**config.mk**
```make
export PLATFORM = sky130hd
export DESIGN_NAME = fsm_state_monitor
export DESIGN_NICKNAME = d
export VERILOG_FILES = /design/src/rtl/fsm_state_monitor.sv
export SDC_FILE = /design/constraint.sdc
export NUM_CORES = 1
export LEC_CHECK = 0
export ABC_AREA = 1
export CORE_ASPECT_RATIO = 0.7
export CORE_MARGIN = 3
export CORE_UTILIZATION = 56
export CTS_BUF_LIST = sky130_fd_sc_hd__clkbuf_16
export DETAILED_ROUTE_END_ITERATION = 7
export DONT_BUFFER_PORTS = 1
export HOLD_SLACK_MARGIN = 0.1
export PLACE_DENSITY = 0.77
export RECOVER_POWER = 100
export SYNTH_ARGS = -nofsm -noshare
export SYNTH_HDL_FRONTEND = slang
export SYNTH_SLANG_ARGS = --single-unit
```
**constraint.sdc**
```tcl
create_clock -name clk -period 1.6 [get_ports clk]
set_input_delay 0.24 -clock clk [delete_from_list [all_inputs] [get_ports clk]]
set_output_delay 0.24 -clock clk [all_outputs]
set_load 0.005 [all_outputs]
```
**src/rtl/fsm_state_monitor.sv**
```systemverilog
// fsm_state_monitor
// Consumes the 1-bit state stream of an upstream FSM. Enabled samples are
// deserialised into WORD_W-bit words offered on a valid/ready port. In
// parallel a checker verifies the stream is periodic: one 1 followed by
// PERIOD-1 zeros.
//
// Ports:
//   clk        system clock, rising edge
//   reset      asynchronous active-low reset
//   en         sample enable; bit_in is consumed only when en=1
//   bit_in     sampled stream bit
//   word_valid output word available
//   word_ready consumer accepts when word_valid && word_ready
//   word_data  deserialised word, first sample in bit 0
//   overflow   sticky: a completed word was dropped (held word not taken)
//   lock       checker is LOCKED
//   err_pulse  one-cycle pulse per pattern violation
//   err_count  saturating violation count
//   clr_err    synchronous clear of err_count and overflow
module fsm_state_monitor #(
  parameter int unsigned WORD_W = 8,
  parameter int unsigned PERIOD = 3,
  parameter int unsigned CNT_W  = 16
) (
  input  logic              clk,
  input  logic              reset,
  input  logic              en,
  input  logic              bit_in,
  output logic              word_valid,
  input  logic              word_ready,
  output logic [WORD_W-1:0] word_data,
  output logic              overflow,
  output logic              lock,
  output logic              err_pulse,
  output logic [CNT_W-1:0]  err_count,
  input  logic              clr_err
);

  localparam int unsigned BitCntW = $clog2(WORD_W);
  localparam int unsigned PhaseW  = $clog2(PERIOD);

  typedef enum logic [1:0] {StHunt, StVerify, StLocked} state_e;

  // ---------------------------------------------------------------------------
  // Deserialiser
  // ---------------------------------------------------------------------------
  logic [WORD_W-1:0]  shift_q, shift_d;
  logic [BitCntW-1:0] bitcnt_q, bitcnt_d;
  logic               word_done;
  logic               word_load;
  logic               valid_d;
  logic [WORD_W-1:0]  data_d;
  logic               ovf_d;

  assign word_done = en && (bitcnt_q == BitCntW'(WORD_W - 1));
  // A finished word can be taken if the output slot is empty or being drained.
  assign word_load = word_done && (!word_valid || word_ready);

  always_comb begin
    shift_d  = shift_q;
    bitcnt_d = bitcnt_q;
    if (en) begin
      shift_d[bitcnt_q] = bit_in;
      bitcnt_d          = word_done ? '0 : bitcnt_q + BitCntW'(1);
    end
  end

  always_comb begin
    valid_d = word_valid;
    data_d  = word_data;
    ovf_d   = overflow;
    if (word_load) begin
      valid_d = 1'b1;
      data_d  = shift_d;  // includes the sample taken on this edge
    end else if (word_ready) begin
      valid_d = 1'b0;
    end
    if (word_done && !word_load) begin
      ovf_d = 1'b1;
    end
    if (clr_err) begin
      ovf_d = 1'b0;
    end
  end

  always_ff @(posedge clk or negedge reset) begin
    if (!reset) begin
      shift_q    <= '0;
      bitcnt_q   <= '0;
      word_valid <= 1'b0;
      word_data  <= '0;
      overflow   <= 1'b0;
    end else begin
      shift_q    <= shift_d;
      bitcnt_q   <= bitcnt_d;
      word_valid <= valid_d;
      word_data  <= data_d;
      overflow   <= ovf_d;
    end
  end

  // ---------------------------------------------------------------------------
  // Pattern checker
  // ---------------------------------------------------------------------------
  state_e              state_q, state_d;
  logic [PhaseW-1:0]   phase_q, phase_d;
  logic                mismatch;
  logic                expect_one;
  logic                err_pulse_d;
  logic [CNT_W-1:0]    err_count_d;

  assign expect_one = (phase_q == '0);

  // State register
  always_ff @(posedge clk or negedge reset) begin
    if (!reset) begin
      state_q <= StHunt;
      phase_q <= '0;
    end else begin
      state_q <= state_d;
      phase_q <= phase_d;
    end
  end

  // Next-state logic
  always_comb begin
    state_d  = state_q;
    phase_d  = phase_q;
    mismatch = 1'b0;
    if (en) begin
      unique case (state_q)
        StHunt: begin
          if (bit_in) begin
            state_d = StVerify;
            phase_d = PhaseW'(1);
          end
        end
        StVerify, StLocked: begin
          if (bit_in == expect_one) begin
            phase_d = (phase_q == PhaseW'(PERIOD - 1)) ? '0 : phase_q + PhaseW'(1);
            if (state_q == StVerify && bit_in) begin
              state_d = StLocked;
            end
          end else begin
            mismatch = 1'b1;
            state_d  = StHunt;
            phase_d  = '0;
          end
        end
        default: begin
          state_d = StHunt;
          phase_d = '0;
        end
      endcase
    end
  end

  // Outputs
  always_comb begin
    lock        = (state_q == StLocked);
    err_pulse_d = mismatch;
    err_count_d = err_count;
    if (clr_err) begin
      err_count_d = '0;
    end else if (mismatch && (err_count != {CNT_W{1'b1}})) begin
      err_count_d = err_count + CNT_W'(1);
    end
  end

  always_ff @(posedge clk or negedge reset) begin
    if (!reset) begin
      err_pulse <= 1'b0;
      err_count <= '0;
    end else begin
      err_pulse <= err_pulse_d;
      err_count <= err_count_d;
    end
  end

endmodule

```
==> metrics.cfg, run 1 <==
[timing]
fin_ws_ns = -0.0127
slew_headroom = 0.658
rsz0062_at_grt = yes
clock_skew_ns = 0.00347
fmax_mhz = 620
period_needed_ns = 1.61
hold_viol = 0
finalSetupViolCount = 1
fin_crit_sh = 1.01
hold_ws_ns = 0.118
worstMarginPinSlew_ns = 0.510
slew_viol_final = 0

[detailed_routing]
detail-route-antenna-nets = 0
wl_mm = 5.59
drt-vias-per-instance = 5.54
vias = 2051
wl_met3_um = 553
drtIter0Drc = 194
dr_wl_met2_mm = 2.32
dr.pass1.iters = 5
drc_errors = 0
wl_met1_mm = 2.67
routedWlPerCell_um = 15.1
highest_layer = met4

[yosys]
synthArstFlopShare = 1.00
yosysUniqueCellTypes = 26
syn_area_per_cell_um2 = 7.93
ys_warn_count = 0
synth_seq_cells = 42
synth_fp_nets = 298
yosys_most_used_dff = dfrtp_1
syn_inst = 284
seq_area_frac_synth = 0.467
syn_area_um2 = 2250
synth_edf_count = 0

[pwr]
power_mw = 3.97
power_density_nw_per_um2 = 1390
ir_drop_v = 0.000888
p_leak_nw = 1.42

[layout]
utilization = 0.772
diodes = 0
nFillCells = 234
stdcell_count = 370
final_nets = 333
layout-drive-gt1-share = 0.206
final_area_um2 = 2850
area_delta_synth_final_pct = 26.6

[place]
dpl.cell_count = 347
placed_area_um2 = 2430
portBuffers = 0
dpl.hpwl_mm = 3.47
routabilityCongestion = 0.858

[run_status]
violations = negative setup slack
status = finished, violations left

[clock_network]
root_buffer = clkbuf_16
clock_sinks = 42
path_clk_slew_ns = 0.06
htree_levels = 2
cts_buffer_depth = 2
numCtsBuffers = 5
clk_latency_ns = 0.28
tritoncts = yes

[setup_path]
crit_type = reg2reg
critical_path_arrival_ns = 1.83
crit_path_max_fanout = 8
worstPathRequired_ns = 1.82
critPathLaunchType = register
reg2reg_slack_ns = -0.01
endpoint_kind = register

[worst_hold_path]
holdCritPathClass = in2reg

[die]
die_y_um = 59.0
die_w_um = 81.8
num_io_pins = 34
core_area_um2 = 3690
start_util = 0.609
fp.dieArea_um2 = 4830
std_cell_rows = 18

[global_route]
grt_use_total = 0.237
antenna_found_initial = 0
grt_overflow = 0
grt_pass1_vias = 1859
grt_max_degree = 43
grt_pass1_wl_mm = 8.71

[run]
maxCapViolCount = 0

==> worst max-delay path: stages (launching register included) <==
cell     delay [ns]
dfrtp_1        0.37
nand2_1        0.13
nor2_2         0.19
nand2_1        0.13
nor2_4         0.15
nor2_4         0.06
buf_12         0.13
nor2_4         0.21
nand2_1        0.10
nand2_1        0.09
==> path summary, 6_finish.rpt <==
kind	to	from	depth (start not counted)
worst max-delay path	err_count[8]	err_count[9]	9
worst min-delay path	err_count[7]	clr_err	3
worst max register to register	err_count[8]	err_count[9]	9
worst min register to register	word_data[3]	word_data[3]	2
max in group asynchronous	err_count[6]	reset	2
min in group asynchronous	shift_q[7]	reset	2
==> cell usage after synthesis, drive strengths merged, types with 2 or more instances <==
cell    number  share of area
nor2        36          0.076
ha           8          0.044
inv         32          0.053
nand3       24          0.053
o21ai       16          0.037
clkbuf       2         0.0033
buf          2         0.0072
dfrtp       42           0.47
a21oi        3         0.0067
nand4       10          0.028
nand2       89           0.15
nand3b       3          0.016
o21bai       2         0.0067
xor2         5          0.019
a21o         7          0.023
==> layer usage <==
metal  vias up  global-route usage
li1        991                   -
met1       962               0.358
met2        93               0.320
met3         5              0.0942
met4         0              0.0498
met5         -                   0
==> area by class of cell <==
type | instances | area, um^2 | area share
multi-input cells | 207 | 1170 | 0.410
flip-flops and latches | 42 | 1060 | 0.371
repair buffers | 30 | 294 | 0.103
clock buffers | 5 | 125 | 0.0439
inverters | 32 | 120 | 0.0421
well taps | 50 | 62.6 | 0.0219
clock inverters | 3 | 16.3 | 0.00571
repair inverters | 1 | 7.51 | 0.00263
==> flip-flops by register name (all words and copies together) (netlist names), 2 cells and up <==
| name | count |
|---|---|
| bitcnt_q | 3 |
| phase_q | 2 |
| shift_q | 8 |
| err_count | 16 |
| state_q | 2 |
| word_data | 8 |
==> layout by cell type, fill, tap and decap left out, drive strengths merged <==
cell type    synthesis  layout
nand2               89      89
dfrtp               42      42
nor2                36      37
inv                 32      32
buf                  2      25
nand3               24      24
o21ai               16      16
nand4               10      10
ha                   8       8
a21o                 7       7
clkbuf               2       6
xor2                 5       5
dlygate4sd3          0       4
a21oi                3       3
nand3b               3       3
o21bai               2       2
clkinvlp             0       2
clkinv               0       2
a31oi                1       1
nor3                 1       1
a22o                 1       1
==> report_power, final <==
part	switching (mW)	internal, mW
Sequential	0.201	1.36
Clock	0.411	0.569
Combinational	0.777	0.648
Total	1.39	2.58
==> metrics by stage <==
| step | TNS, ns | worst slack [ns] |
|---|---|---|
| after floorplan | 0 | 0.0137 |
| after global placement | 0 | 0.0232 |
| after detailed placement | 0 | 0.00771 |
| after CTS | 0 | 0.00105 |
| after global routing | -0.869 | -0.103 |
| final | -0.0127 | -0.0127 |
==> kinds of logic (layout without fill, tap and decap cells) <==
logic type      count (synthesis)  after routing  synth area share
compound gates                 30             30            0.0806
xor+xnor                        5              5            0.0195
fa+ha+maj                       8              8            0.0445
buf+inv                        36             71            0.0639
flops                          42             42             0.467
simple gates                  163            164             0.325
==> what timing repair did <==
action / 4_1_cts / 5_1_grt
resized for setup: 0 / 33
endpoints found under the setup margin: 0 / 25
setup buffers: 0 / 7
hold buffers: 5 / 0
endpoints found under the hold margin: 46 / 0
(Power assumes the default switching activity.)
==> inputs of run 2 (changes only) <==
- CORE_UTILIZATION: 56 -> 46
- GPL_TIMING_DRIVEN: not set -> 0
- PLACE_DENSITY: 0.77 -> 0.66
==> metrics.cfg, run 2 (synthesis results as in run 1) <==
[clock_network]
numCtsBuffers = 5  ; unchanged
htree_levels = 2  ; unchanged
clock_sinks = 42  ; unchanged
cts_buffer_depth = 2  ; unchanged
root_buffer = clkbuf_16
path_clk_slew_ns = 0.06  ; about the same
tritoncts = yes
clk_latency_ns = 0.28  ; about the same

[global_route]
grt_pass1_vias = 1834  ; -1.3%
antenna_found_initial = 0  ; unchanged
grt_use_total = 0.202  ; -0.0350
grt_max_degree = 43  ; unchanged
grt_overflow = 0  ; unchanged
grt_pass1_wl_mm = 9.03  ; +3.7%

[setup_path]
critPathLaunchType = register
timing.rr.start = err_count[9]
startpoint = err_count[9]
worstPathRequired_ns = 1.82  ; about the same
timing.rr.end = err_count[10]
crit_path_max_fanout = 5  ; -3
r2r_cells = 10  ; +1
crit_type = reg2reg
reg2reg_slack_ns = -0.06  ; -0.05 ns
endpoint_kind = register
critical_path_arrival_ns = 1.88  ; +0.05 ns

[layout]
utilization = 0.619  ; -0.153
diodes = 0  ; unchanged
layout-drive-gt1-share = 0.191  ; -0.0152
largest_reg_flops = 16  ; unchanged
mostFrequentLayoutCells = 79 x nand2_1, 35 x dfrtp_1, 29 x inv_1, 29 x nor2_1, 23 x nand3_1
final_nets = 327  ; -1.8%
area_delta_synth_final_pct = 24.5
regMostFlops = err_count
final_area_um2 = 2800  ; -1.7%
final_common_cell = nand2_1
reg_top3 = err_count x16, shift_q x8, word_data x8

[die]
die_w_um = 89.6  ; +9.6%
start_util = 0.497  ; -0.112
num_io_pins = 34  ; unchanged
die_y_um = 64.5  ; +9.3%
core_area_um2 = 4530  ; +23%
std_cell_rows = 20  ; +2
fp.dieArea_um2 = 5780  ; +20%

[pwr]
ir_drop_v = 0.000820  ; -7.6%
p_leak_nw = 1.40  ; -1.4%
power_mw = 4.05  ; +2.1%
power_density_nw_per_um2 = 1450  ; +3.8%

[timing]
fmax_mhz = 602  ; -3.0%
worstMarginPinSlew_ns = 1.04  ; +0.525 ns
period_needed_ns = 1.66  ; +0.0494 ns
finalSetupViolCount = 16  ; +15
fin_ws_ns = -0.0621  ; -0.0494 ns
hold_viol = 0  ; unchanged
clock_skew_ns = 0.00370  ; +0.000232 ns
slew_viol_final = 0  ; unchanged
fin_tns_setup_ns = -0.648  ; -0.636 ns
rsz0062_at_grt = yes
fin_crit_sh = 1.04  ; +0.0309
slew_headroom = 0.310  ; -0.349

[worst_hold_path]
holdCritPathClass = in2reg
whs_path_depth = 3  ; unchanged
min_to = err_count[15]
hp-start = clr_err

[detailed_routing]
drtIter0Drc = 151  ; -22%
drc_errors = 0  ; unchanged
drt-vias-per-instance = 5.14  ; -7.2%
wl_mm = 5.44  ; -2.6%
routedWlPerCell_um = 14.3  ; -5.1%
vias = 1954  ; -4.7%
dr.pass1.iters = 4  ; -1
detail-route-antenna-nets = 0  ; unchanged

[run]
maxCapViolCount = 0  ; unchanged

[place]
routabilityCongestion = 0.892  ; +3.9%
dp_slack_ns = -0.242  ; -0.249 ns
portBuffers = 0  ; unchanged
placed_area_um2 = 2330  ; -4.0%
dpl.hpwl_mm = 3.55  ; +2.3%

[run_status]
status = finished, violations left
violations = negative setup slack

[run 2: cell types whose count changed in the layout (fill, tap and decap cells not counted), sizes merged]
cell and delta:
clkbuf +3, buf -7, bufinv +1, clkinvlp -2, nor2 -1
[run 2: layout make-up]
cell class / count / area, um^2
Fill cell: 386 / 1730
Multi-Input combinational cell: 206 / 1130
Sequential cell: 42 / 1060
Timing Repair Buffer: 23 / 216
Clock buffer: 5 / 125
Inverter: 32 / 120
Tap cell: 66 / 82.6
Clock inverter: 3 / 40.0
Buffer: 3 / 28.8
[run 2: what timing repair did]
item,in CTS,in global routing
gates cloned,2,0
resized for setup,28,14
pin swaps,6,8
buffers inserted,13,4
hold buffers,5,0
endpoints found under the hold margin,46,0
setup endpoints to repair,24,24
[run 2: where the power goes]
part | internal [mW] | leakage (nW) | switching (mW)
combinational | 0.605 | 0.784 | 0.726
sequential | 1.36 | 0.531 | 0.217
clock | 0.730 | 0.0836 | 0.409
[run 2: layer usage]
| metal | vias to the layer above | GRT usage | part of all wire |
|---|---|---|---|
| met2 | 81 | 0.276 | 0.42 |
| li1 | 976 | - | - |
| met5 | - | 0 | 0 |
| met1 | 895 | 0.307 | 0.49 |
| met4 | 0 | 0.0502 | 0.0040 |
| met3 | 2 | 0.0610 | 0.093 |
[run 2: how the worst max path moves through the flow]
stage          slack [ns]            end  cells past startpoint
2_1_floorplan        0.01  err_count[11]                      8
3_3_place_gp        -0.25   err_count[8]                      8
3_5_place_dp        -0.24   err_count[8]                      8
4_1_cts             -0.01  err_count[10]                     11
5_1_grt             -0.14  err_count[10]                     11
6_report            -0.06  err_count[10]                     10
[run 2: worst max-delay path, stage by stage, from the launching register on]
cell and delay, ns:
dfrtp_1 0.44, nand2_1 0.15, nor2_2 0.20, nand2_1 0.12, nor2_4 0.13, nor2_4 0.06
buf_12 0.12, nor2_8 0.12, buf_6 0.15, nand2_2 0.04, nand2_1 0.07
[run 2: per-stage QoR]
step	instances	hold WS, ns
4_1_cts	378	0.112
2_1_floorplan	284	-0.0556
3_3_place_gp	350	-0.0544
5_1_grt	380	0.123
3_5_place_dp	350	-0.0544
6_report	380	0.119
==> inputs of run 3 (changes only) <==
- CTS_BUF_LIST: sky130_fd_sc_hd__clkbuf_16 -> not set
==> metrics.cfg, run 3 (synthesis results as in run 1) <==
[timing]
slew_viol_final = 0  ; unchanged
fin_tns_setup_ns = -0.182  ; +0.466 ns
fin_ws_ns = -0.0268  ; +0.0353 ns
period_needed_ns = 1.63  ; -0.0353 ns
rsz0062_at_grt = yes
finalSetupViolCount = 14  ; -2
hold_viol = 0  ; unchanged
fin_crit_sh = 1.02  ; -0.0221
worstMarginPinSlew_ns = 1.03  ; -0.00655 ns
clock_skew_ns = 0.00766  ; +0.00396 ns
slew_headroom = 0.314  ; +0.00437
fmax_mhz = 615  ; +2.2%

[global_route]
grt_use_total = 0.201  ; -0.00106
antenna_found_initial = 0  ; unchanged
grt_pass1_wl_mm = 8.83  ; -2.1%
grt_overflow = 0  ; unchanged
grt_pass1_vias = 1767  ; -3.7%
grt_max_degree = 43  ; unchanged

[detailed_routing]
vias = 1932  ; -1.1%
dr.pass1.iters = 5  ; +1
dr_wl_met2_mm = 2.29  ; +1.3%
wl_mm = 5.51  ; +1.2%
wl_met1_mm = 2.70  ; +1.9%
detail-route-antenna-nets = 0  ; unchanged
drc_errors = 0  ; unchanged
routedWlPerCell_um = 14.6  ; +1.7%
highest_layer = met4
drtIter0Drc = 195  ; +29%
wl_met3_um = 432  ; -14%
drt-vias-per-instance = 5.11  ; -0.60%

[pwr]
switching_share = 0.353  ; +0.0188
p_int_mw = 2.47  ; -8.3%
power_frac_seq = 0.415  ; +0.025
switchingPower_mw = 1.35  ; -0.35%
power_mw = 3.82  ; -5.7%
ir_drop_v = 0.000686  ; -16%
p_leak_nw = 1.40  ; -0.14%
comb_power_share = 0.363  ; +0.034
power_density_nw_per_um2 = 1370  ; -5.1%
clockPowerShare = 0.222  ; -0.059

[setup_path]
timing.rr.start = err_count[1]
crit_path_max_fanout = 5  ; unchanged
critical_path_arrival_ns = 1.87  ; about the same
cpPeakStageDelay_ns = 0.46  ; +0.02 ns
critPathLaunchType = register
critical-path-slowest-cell = dfrtp_2
endpoint_kind = register
r2r_cells = 11  ; +1
path_cells = ha_4, nand2_4, nor2_4, nand2_2, nor2_4, nor2_4, nor2_8, buf_12, buf_8, nand2_2, nand2_1
crit_type = reg2reg
critical_path.most_common_cell = nor2_4
startpoint = err_count[1]
worstPathRequired_ns = 1.85  ; +0.03 ns

[die]
start_util = 0.497  ; unchanged
die_w_um = 89.6  ; unchanged
std_cell_rows = 20  ; unchanged
die_y_um = 64.5  ; unchanged
num_io_pins = 34  ; unchanged
fp.dieArea_um2 = 5780  ; unchanged
core_area_um2 = 4530  ; unchanged

[layout]
regMostFlops = err_count
final_common_cell = nand2_1
mostFrequentLayoutCells = 77 x nand2_1, 38 x dfrtp_1, 30 x nor2_1
utilization = 0.615  ; -0.00387
stdcell_count = 378  ; -0.53%
largest_reg_flops = 16  ; unchanged
area_delta_synth_final_pct = 23.7
diodes = 0  ; unchanged
final_nets = 325  ; -0.61%
reg_top3 = err_count x16, shift_q x8, word_data x8
layout-drive-gt1-share = 0.183  ; -0.00839

[clock_network]
numCtsBuffers = 5  ; unchanged
root_buffer = clkbuf_8
clock_sinks = 42  ; unchanged
clk_latency_ns = 0.30  ; +0.02 ns
path_clk_slew_ns = 0.09  ; +0.03 ns
cts_buffer_depth = 2  ; unchanged
htree_levels = 2  ; unchanged
tritoncts = yes

[worst_hold_path]
hp-start = clr_err
holdCritPathClass = in2reg
whs_path_depth = 3  ; unchanged

[run]
maxCapViolCount = 0  ; unchanged

[run_status]
status = finished, violations left
violations = negative setup slack

[place]
dpl.hpwl_mm = 3.55  ; unchanged
routabilityCongestion = 0.892  ; unchanged
dp_slack_ns = -0.242  ; unchanged
portBuffers = 0  ; unchanged
dpl.cell_count = 350  ; unchanged

## run 3: cell count changes in the layout (fill, tap and decap cells not counted), sizes merged
| cell | delta |
|---|---|
| clkbuf | +1 |
| buf | -3 |
## run 3: worst max-delay path, delay by kind of cell (launching register included)
family,cells,cell delay [ns]
adder cells (fa/ha/maj),1,0.17
flip-flops,1,0.46
buffers and inverters,2,0.24
AND/OR/NAND/NOR,8,0.70
## run 3: path summary, 6_finish.rpt
kind	to	slack (ns)
min	err_count[10]	0.11
max reg2reg	err_count[6]	-0.03
min in group asynchronous	err_count[9]	0.71
min reg2reg	word_data[2]	0.52
max	err_count[6]	-0.03
max in group asynchronous	err_count[8]	0.20
## run 3: area by class of cell
class	count	area (um^2)
Multi-Input combinational cell	206	1140
Sequential cell	42	1060
Inverter	32	120
Clock inverter	3	40.0
Fill cell	410	1750
Buffer	4	47.5
Clock buffer	5	68.8
Timing Repair Buffer	20	228
Tap cell	66	82.6
## run 3: power groups by stage
| stage | Combinational, mW | Clock (mW) | Sequential [mW] |
|---|---|---|---|
| 4_1_cts | 1.30 | 0.876 | 1.59 |
| 3_3_place_gp | 0.935 | 0 | 1.60 |
| 6_report | 1.39 | 0.849 | 1.58 |
| 2_1_floorplan | 0.788 | 0 | 1.54 |
| 3_5_place_dp | 0.963 | 0 | 1.60 |
| 5_1_grt | 1.56 | 0.917 | 1.63 |
## run 3: stage by stage
stage	hold slack (ns)	area, um^2
6_report	0.106	2780
4_1_cts	0.102	2730
3_5_place_dp	-0.0544	2330
3_3_place_gp	-0.0544	2330
5_1_grt	0.103	2780
2_1_floorplan	-0.0556	2250
## run 3: what timing repair did
item | CTS | global route
hold buffers | 5 | 0
setup endpoints to repair | 24 | 24
gates cloned | 1 | 1
gates resized for setup | 31 | 13
pin swaps | 7 | 9
endpoints found under the hold margin | 48 | 0
buffers inserted | 11 | 2
## run 3: metal layers
| layer | track usage | vias up |
|---|---|---|
| li1 | - | 970 |
| met1 | 0.302 | 889 |
| met2 | 0.276 | 64 |
| met3 | 0.0521 | 9 |
| met4 | 0.0669 | 0 |
| met5 | 0 | - |
